===== config.mk =====
export PLATFORM = sky130hd
export DESIGN_NAME = nap_timer_ctrl_flat
export DESIGN_NICKNAME = d
export VERILOG_FILES = /design/src/rtl/nap_pkg.sv /design/src/rtl/nap_timer_ctrl_if.sv /design/src/rtl/nap_timer_ctrl_btn_press.sv /design/src/rtl/nap_timer_ctrl.sv /design/src/flat_wrapper.sv
export SDC_FILE = /design/constraint.sdc
export NUM_CORES = 1
export LEC_CHECK = 0
export CORE_MARGIN = 10
export CORE_UTILIZATION = 53
export CTS_CLUSTER_DIAMETER = 50
export DETAILED_ROUTE_END_ITERATION = 12
export GPL_TIMING_DRIVEN = 0
export PLACE_DENSITY = 0.75
export SLEW_MARGIN = 0
export SYNTH_ARGS = -nofsm -noshare
export SYNTH_HDL_FRONTEND = slang
export SYNTH_SLANG_ARGS = --single-unit

===== constraint.sdc =====
create_clock -name clk -period 6.26 [get_ports clk]
set_input_delay 0.939 -clock clk [delete_from_list [all_inputs] [get_ports clk]]
set_output_delay 0.939 -clock clk [all_outputs]
set_load 0.005 [all_outputs]

===== src/rtl/nap_pkg.sv =====
// nap_pkg: state codes and time-field widths shared by the nap timer controller and its display driver.
package nap_pkg;
    localparam int ST_W  = 3;
    localparam int MIN_W = 7;
    localparam int SEC_W = 6;
    typedef enum logic [ST_W-1:0] {
        ST_IDLE  = 3'd0,
        ST_SET   = 3'd1,
        ST_RUN   = 3'd2,
        ST_PAUSE = 3'd3,
        ST_ALARM = 3'd4
    } state_e;
endpackage


===== src/rtl/nap_timer_ctrl_if.sv =====
// nap_timer_ctrl_if: button levels in, countdown time/status out.
interface nap_timer_ctrl_if;
    import nap_pkg::*;
    logic             btn_mode;
    logic             btn_up;
    logic             btn_start;
    logic [MIN_W-1:0] min_remain;
    logic [SEC_W-1:0] sec_remain;
    logic [ST_W-1:0]  state;
    logic             running;
    logic             alarm;
    modport master (output btn_mode, btn_up, btn_start, input min_remain, sec_remain, state, running, alarm);
    modport slave  (input btn_mode, btn_up, btn_start, output min_remain, sec_remain, state, running, alarm);
endinterface


===== src/rtl/nap_timer_ctrl_btn_press.sv =====
// btn_press: one-cycle press pulse from a raw level; prev resets high so a level held through reset is not a press.
module btn_press (
    input  logic clk,
    input  logic rst,
    input  logic level,
    output logic press
);
    logic prev_q, prev_d;
    always_comb prev_d = level;
    assign press = level & ~prev_q;
    always_ff @(posedge clk or posedge rst)
        if (rst) prev_q <= 1'b1;
        else     prev_q <= prev_d;
endmodule


===== src/rtl/nap_timer_ctrl.sv =====
// nap_timer_ctrl: button-driven countdown FSM (idle/set/run/pause/alarm) with prescaler and alarm timeout.
// Define NAP_SNOOZE_EN to make "up" during ALARM restart the countdown at SNOOZE_MIN minutes.
module nap_timer_ctrl
    import nap_pkg::*;
#(
    parameter int TICKS_PER_SEC = 100,
    parameter int DEFAULT_MIN   = 20,
    parameter int MAX_MIN       = 99,
    parameter int ALARM_SEC     = 30,
    parameter int SNOOZE_MIN    = 5
) (
    input logic             clk,
    input logic             rst,
    nap_timer_ctrl_if.slave bus
);
    localparam int PW = $clog2(TICKS_PER_SEC);
    localparam int AW = $clog2(ALARM_SEC + 1);
    logic p_mode, p_up, p_start, tick;
    state_e           state_q, state_d;
    logic [MIN_W-1:0] min_q, min_d;
    logic [SEC_W-1:0] sec_q, sec_d;
    logic [PW-1:0]    pre_q, pre_d;
    logic [AW-1:0]    asec_q, asec_d;
    logic             running_q, running_d, alarm_q, alarm_d;
    btn_press u_mode  (.clk(clk), .rst(rst), .level(bus.btn_mode),  .press(p_mode));
    btn_press u_up    (.clk(clk), .rst(rst), .level(bus.btn_up),    .press(p_up));
    btn_press u_start (.clk(clk), .rst(rst), .level(bus.btn_start), .press(p_start));
    assign tick = pre_q == PW'(TICKS_PER_SEC - 1);
    always_comb begin
        state_d = state_q;
        min_d   = min_q;
        sec_d   = sec_q;
        pre_d   = pre_q;
        asec_d  = asec_q;
        case (state_q)
            ST_IDLE: if (p_mode) begin
                state_d = ST_SET;
                min_d   = MIN_W'(DEFAULT_MIN);
                sec_d   = '0;
            end
            ST_SET: begin
                if (p_mode) begin
                    state_d = ST_IDLE;
                    min_d   = '0;
                    sec_d   = '0;
                end else if (p_start) begin
                    state_d = ST_RUN;
                    pre_d   = '0;
                end else if (p_up) min_d = (min_q == MIN_W'(MAX_MIN)) ? MIN_W'(1) : min_q + 1'b1;
            end
            ST_RUN: begin
                if (p_mode) begin
                    state_d = ST_IDLE;
                    min_d   = '0;
                    sec_d   = '0;
                    pre_d   = '0;
                end else if (p_start) state_d = ST_PAUSE;
                else if (tick) begin
                    pre_d = '0;
                    // last second expires straight into ALARM so 0:00 never shows while running
                    if (min_q == '0 && sec_q <= SEC_W'(1)) begin
                        state_d = ST_ALARM;
                        sec_d   = '0;
                        asec_d  = '0;
                    end else begin
                        sec_d = (sec_q == '0) ? SEC_W'(59) : sec_q - 1'b1;
                        min_d = (sec_q == '0) ? min_q - 1'b1 : min_q;
                    end
                end else pre_d = pre_q + 1'b1;
            end
            ST_PAUSE: begin
                if (p_mode) begin
                    state_d = ST_IDLE;
                    min_d   = '0;
                    sec_d   = '0;
                    pre_d   = '0;
                end else if (p_start) state_d = ST_RUN;
            end
            ST_ALARM: begin
`ifdef NAP_SNOOZE_EN
                if (p_mode | p_start) begin
                    state_d = ST_IDLE;
                    pre_d   = '0;
                end else if (p_up) begin
                    state_d = ST_RUN;
                    min_d   = MIN_W'(SNOOZE_MIN);
                    sec_d   = '0;
                    pre_d   = '0;
                end else
`else
                if (p_mode | p_start | p_up) begin
                    state_d = ST_IDLE;
                    pre_d   = '0;
                end else
`endif
                if (tick) begin
                    pre_d   = '0;
                    state_d = (asec_q == AW'(ALARM_SEC - 1)) ? ST_IDLE : ST_ALARM;
                    asec_d  = asec_q + 1'b1;
                end else pre_d = pre_q + 1'b1;
            end
            default: begin
                state_d = ST_IDLE;
                min_d   = '0;
                sec_d   = '0;
                pre_d   = '0;
                asec_d  = '0;
            end
        endcase
        running_d = state_d == ST_RUN;
        alarm_d   = state_d == ST_ALARM;
    end
    always_ff @(posedge clk or posedge rst)
        if (rst) begin
            state_q   <= ST_IDLE;
            min_q     <= '0;
            sec_q     <= '0;
            pre_q     <= '0;
            asec_q    <= '0;
            running_q <= 1'b0;
            alarm_q   <= 1'b0;
        end else begin
            state_q   <= state_d;
            min_q     <= min_d;
            sec_q     <= sec_d;
            pre_q     <= pre_d;
            asec_q    <= asec_d;
            running_q <= running_d;
            alarm_q   <= alarm_d;
        end
    assign bus.state      = state_q;
    assign bus.min_remain = min_q;
    assign bus.sec_remain = sec_q;
    assign bus.running    = running_q;
    assign bus.alarm      = alarm_q;
endmodule

===== src/flat_wrapper.sv =====
// flat-port wrapper written by rule: the top's interface ports become plain ports
module nap_timer_ctrl_flat import nap_pkg::*;
#(
    parameter int TICKS_PER_SEC = 100,
    parameter int DEFAULT_MIN   = 20,
    parameter int MAX_MIN       = 99,
    parameter int ALARM_SEC     = 30,
    parameter int SNOOZE_MIN    = 5
)
  (clk, rst, bus_btn_mode, bus_btn_up, bus_btn_start, bus_min_remain, bus_sec_remain, bus_state, bus_running, bus_alarm);
  nap_timer_ctrl_if bus_i ();
  input logic clk;
  input logic rst;
  input wire logic [$bits(bus_i.btn_mode)-1:0] bus_btn_mode;
  input wire logic [$bits(bus_i.btn_up)-1:0] bus_btn_up;
  input wire logic [$bits(bus_i.btn_start)-1:0] bus_btn_start;
  output wire logic [$bits(bus_i.min_remain)-1:0] bus_min_remain;
  output wire logic [$bits(bus_i.sec_remain)-1:0] bus_sec_remain;
  output wire logic [$bits(bus_i.state)-1:0] bus_state;
  output wire logic [$bits(bus_i.running)-1:0] bus_running;
  output wire logic [$bits(bus_i.alarm)-1:0] bus_alarm;
  assign bus_i.btn_mode = bus_btn_mode;
  assign bus_i.btn_up = bus_btn_up;
  assign bus_i.btn_start = bus_btn_start;
  assign bus_min_remain = bus_i.min_remain;
  assign bus_sec_remain = bus_i.sec_remain;
  assign bus_state = bus_i.state;
  assign bus_running = bus_i.running;
  assign bus_alarm = bus_i.alarm;
  nap_timer_ctrl #(.TICKS_PER_SEC(TICKS_PER_SEC), .DEFAULT_MIN(DEFAULT_MIN), .MAX_MIN(MAX_MIN), .ALARM_SEC(ALARM_SEC), .SNOOZE_MIN(SNOOZE_MIN)) u_core (.clk(clk), .rst(rst), .bus(bus_i));
endmodule

Word-level counts from Yosys, hierarchy flattened
Index checks and enable logic that the tools add are counted.

storage, ports and cells
  register bits = 33
  output and inout bits = 18
  input port bits = 5
  logic and storage cells = 107

cells by class
  muxes and demuxes = 44
  eq/ne operators = 26
  bitwise gates (word level) = 11
  reductions and logical operators = 10
  $lt $le $gt $ge = 1
  add/sub/neg operators = 5

operator list
  kind                 number
  $mux 7               17
  $pmux 7 s5           2
  $mux 6               6
  $mux 3               10
  $mux 5               6
  $pmux 6 s3           1
  $pmux 5 s3           1
  $add 7x1->7 const B  2
  $eq 7x7->1 const B   2
  $ne 2x1->1 const B   7
  $pmux 3 s4           1
  $eq 3x2->1 const B   3
  $ne 3x1->1 const B   3
  $ne 3x2->1 const B   3
  $reduce_and 9->1     1
  $ne 2x2->1 const B   4
  $logic_not 7->1      1
  $reduce_and 7->1     1
  $sub 7x1->7 const B  1
  $eq 3x3->1 const B   2
  $le 6x1->1 const B   1
  $logic_not 6->1      1
  $not 1->1            6
  $sub 6x1->6 const B  1
  11 further kinds     14

Logic depth before layout (Yosys ltp)
  depth after elaboration = 8
  mapped depth = 8
  depth with buffers taken out = 7

Modules after synthesis
From an unflattened synthesis, not the netlist that was laid out.

second synthesis, totals
  cells, all modules = 264
  area total of the unflattened synthesis = 2311.0 µm²

by module, submodules not included
  module          seq. area each (µm²)  cells an instance  times used  area each (µm²)
  nap_timer_ctrl  750.7                 255                1           2179.6
  btn_press       26.3                  3                  3           43.8

Worst setup path before layout
Ideal clock, no wire load.

  path kind = input to register
  start point = input bus_btn_mode
  end point = register u_core.min_q[1] (netlist: u_core.bus.min_remain[1])
  cell stages on the path = 6
  data arrival time = 2.255 ns
  required time = 6.135 ns
  buffers on the path = 2
  library setup time = 0.125 ns
  setup slack = 3.879 ns
  cells stage by stage = nor2b_1 clkbuf_1 o41ai_2 or3_1 buf_6 mux2_4

between the ends
  longest elaborated chain between the ends = 3
  elaborated cells between the ends (all ways) = 13
  those cells by class = eq/ne: 8; mux: 3; bitwise: 1; reduce/logical: 1

RTL lines
  what                                                             RTL line                        text
  start: declaration                                               flat_wrapper.sv:14              input wire logic [$bits(bus_i.btn_mode)-1:0] bus_btn_mode;
  $and 1x1->1 (*)                                                  nap_timer_ctrl_btn_press.sv:10  assign press = level & ~prev_q;
  $ne 3x2->1 (no source line) (tied with other cells)              --
  $reduce_and 9->1 (no source line) or $pmux 7 s5 (tied branches)  --
  end signal: assignment                                           nap_timer_ctrl.sv:124           min_q <= min_d;
  end: declaration                                                 nap_timer_ctrl.sv:20            logic [MIN_W-1:0] min_q, min_d;

Every way passes the cells marked *; elsewhere a longest branch is shown, timed or not.
A chain may end at the register's enable or synchronous reset.

Final worst setup path
  start point = input bus_btn_mode
  end point = register u_core.pre_q[5]

between the ends
  longest elaborated chain between the ends = 5
  elaborated cells between the ends (all ways) = 10
  those cells by class = eq/ne: 3; mux: 3; bitwise: 3; reduce/logical: 1

RTL lines
  what                     RTL line                        text
  $and 1x1->1 (*)          nap_timer_ctrl_btn_press.sv:10
  $or 1x1->1 (2 in a row)  nap_timer_ctrl.sv:91            if (p_mode | p_start | p_up) begin
  $mux 7                   nap_timer_ctrl.sv:91
  $pmux 7 s5               nap_timer_ctrl.sv:35            case (state_q)
  end signal: assignment   nap_timer_ctrl.sv:126           pre_q <= pre_d;
  end: declaration         nap_timer_ctrl.sv:22            logic [PW-1:0] pre_q, pre_d;

Marked as above.

==> impl_metrics.csv <==
group,metric,value,unit
synthesis,synth_cells,245,
timing,setup_tns,0,ns
synthesis,synth_ff_type,"dfrtp_1",
placement,post-dp-hpwl,3.62,mm
cells_and_area,antenna_cells,0,
clock_network,cts_buffers,5,
timing,slew_violations,0,
clock_network,cts_root_buf,"clkbuf_8",
timing,fmax,358,MHz
timing,finalHoldViolations,0,
placement,placed_cells,317,
routing,drt-total-wl,5.20,mm
synthesis,synth_compound_area_share,25.7,%
synthesis,netlist_area,2240,um^2
synthesis,synth_top_family_by_area,"compound AO/OA/AOI/OAI gates",
clock_network,cts_htree_levels,2,
synthesis,synth_fa_ha_area_share,5.03,%
floorplanning,rows,23,
flow_run,max_cap_viol_count,0,
clock_network,clock_path_buffers,2,
clock_network,clkTransAtPathRegs,0.07,ns
clock_network,numClockSinks,33,
min_path,hp-class,"flop to flop",
global_routing,grtUsageTotal,14.2,%
timing,setup_violations,0,
clock_network,ctsHoldBuffers,0,
global_routing,overflow,0,
clock_network,post_cts_buffers,0,
floorplanning,core,4060,um^2
cells_and_area,drive_gt1_share,12.7,%
floorplanning,die_h,85.0,um
worst_setup_path,critPathArrivalTime,2.96,ns
pwr,power_leakage,1.13,nW
cells_and_area,mostFrequentLayoutCell,"dfrtp_1",
routing,vias,1998,
routing,vias_per_cell,6.13,
pwr,finalPower,0.951,mW
pwr,ir_drop,0.000204,V
timing,maxSlewHeadroom,62.5,%
placement,place.gp.congestion,0.872,
global_routing,grt_max_degree,34,
synthesis,synth_cell_types,56,
routing,drt_iter0_drc,129,
run_status,status,"complete, no violations",
global_routing,first_global_vias,1950,
synthesis,ys_ff_latch,33,
synthesis,synth-simple-area-share,24.6,%
cells_and_area,layout.cells.non_filler,326,
routing,dr.pass1.iters,4,
synthesis,synth-async-reset-ratio,100,%
timing,worstMarginPinSlew,0.560,ns
timing,rsz0062_at_grt,"false",
synthesis,ys_seq_area_share,37.0,%
synthesis,syn_nets,259,
synthesis,synth_warnings,0,
routing,drc,0,
global_routing,antenna_found_initial,0,
synthesis,muxShareOfSynthArea,2.96,%
synthesis,synth.avg_cell_area,9.15,um^2
timing,final.min_clock_period,2.79,ns
timing,hold_ws,0.505,ns
timing,period_share,44.6,%
synthesis,synth_edf_count,0,
cells_and_area,layout.nets,289,
floorplanning,io_pins,23,
clock_network,postCtsResizedCells,0,
timing,skew,0.00606,ns
routing,antenna_left,0,
worst_setup_path,path_class,"primary input to flop",
floorplanning,die_w,85.0,um
pwr,powerDensity,357,nW/um^2
cells_and_area,fin_area,2670,um^2
placement,portBuffers,22,
worst_setup_path,crit_fanout,8,
clock_network,clock_latency,0.29,ns
cells_and_area,layout_common_cells,"30 x dfrtp_1, 22 x clkdlybuf4s50_1, 19 x nor2_1",
placement,dpl_cell_area,2520,um^2
clock_network,tritoncts,"yes",
floorplanning,initial_utilization,55.2,%
routing,wl_per_cell,16.0,um
worst_setup_path,start_kind,"primary input",
global_routing,grt_first_pass_wirelength,8.71,mm
synthesis,yosys.area_share.xor_xnor,0.391,%
worst_setup_path,cp-end-kind,"flop",
worst_setup_path,worstPathRequired,6.43,ns
floorplanning,die_area,7230,um^2
cells_and_area,syn2layout_area_growth,19.0,%
[per-stage QoR]
| stage | utilization, % | setup slack (ns) |
|---|---|---|
| final | 65.7 | 3.47 |
| after global routing | 65.7 | 3.33 |
| after CTS | 65.1 | 3.48 |
| after detailed placement | 62.2 | 3.18 |
| after global placement | 62.2 | 3.21 |
| after floorplan | - | 3.88 |
[where the power goes]
group / total, mW / internal [mW] / leakage [nW] / switching [mW]
registers: 0.303 / 0.251 / 0.435 / 0.0522
logic: 0.437 / 0.211 / 0.641 / 0.226
clock network: 0.211 / 0.130 / 0.0585 / 0.0809
[cells in the mapped netlist, types with 6 or more instances]
| cell | n | area, um^2 |
|---|---|---|
| a21oi_1 | 12 | 60.1 |
| buf_2 | 6 | 30.0 |
| dfrtp_1 | 30 | 751 |
| ha_1 | 9 | 113 |
| inv_1 | 9 | 33.8 |
| nand2_1 | 17 | 63.8 |
| nand2b_1 | 6 | 37.5 |
| nand3_1 | 11 | 55.1 |
| nor2_1 | 19 | 71.3 |
| nor2b_1 | 10 | 62.6 |
| nor3_1 | 9 | 45.0 |
| o21ai_0 | 15 | 75.1 |
| o21ai_1 | 7 | 35.0 |
[cell type report]
class                           instances  area (um^2)
Buffer                                 11         63.8
Clock inverter                          1         30.0
Clock buffer                            7         86.3
Inverter                                9         33.8
Multi-Input combinational cell        192         1310
Sequential cell                        33          830
Fill cell                             335         1390
Tap cell                               50         62.6
Timing Repair Buffer                   23          248
[registers in the layout, summed over array words and instances, names as in the netlist]
register,count
u_core.u_up.prev_q,1
u_core.asec_q,5
u_core.u_mode.prev_q,1
u_core.bus.state,3
u_core.bus.running,1
u_core.bus.min_remain,7
u_core.pre_q,7
u_core.u_start.prev_q,1
u_core.bus.alarm,1
u_core.bus.sec_remain,6
[worst max-delay path, cell delays in order]
cell	delay (ns)
clkdlybuf4s50_1	0.50
nor2b_1	0.13
clkbuf_1	0.34
nor2_1	0.16
a221oi_2	0.44
nor2_2	0.14
a221o_1	0.31
[logic make-up after synthesis]
group | count (synthesis)
mux | 5
flops | 33
buf+inv | 20
compound gates | 80
xor+xnor | 1
simple gates | 97
fa+ha+maj | 9
[worst paths after layout]
path | depth (start not counted) | start | slack [ns] | end
setup / recovery | 7 | bus_btn_mode | 3.47 | u_core.pre_q[5]$_DFFE_PP0P_
hold / removal | 1 | u_core.asec_q[4]$_DFFE_PP0P_ | 0.51 | u_core.asec_q[4]$_DFFE_PP0P_
setup reg to reg | 8 | u_core.bus.min_remain[0]$_DFFE_PP0P_ | 3.99 | u_core.bus.min_remain[1]$_DFFE_PP0P_
hold reg to reg | 1 | u_core.asec_q[4]$_DFFE_PP0P_ | 0.51 | u_core.asec_q[4]$_DFFE_PP0P_
max in group asynchronous | 3 | rst | 4.85 | u_core.u_start.prev_q$_DFF_PP1_
min in group asynchronous | 2 | rst | 0.90 | u_core.pre_q[4]$_DFFE_PP0P_
[layer usage]
layer	up-vias	track usage [%]	wire (um)	share of wire (%)
li1	980	-	-	-
met1	956	16.3	2270	44
met2	52	24.3	2580	50
met3	10	3.82	262	5.0
met4	0	5.84	93	1.8
met5	-	0	0	0
Note: power is estimated with default switching activity, not from simulation.
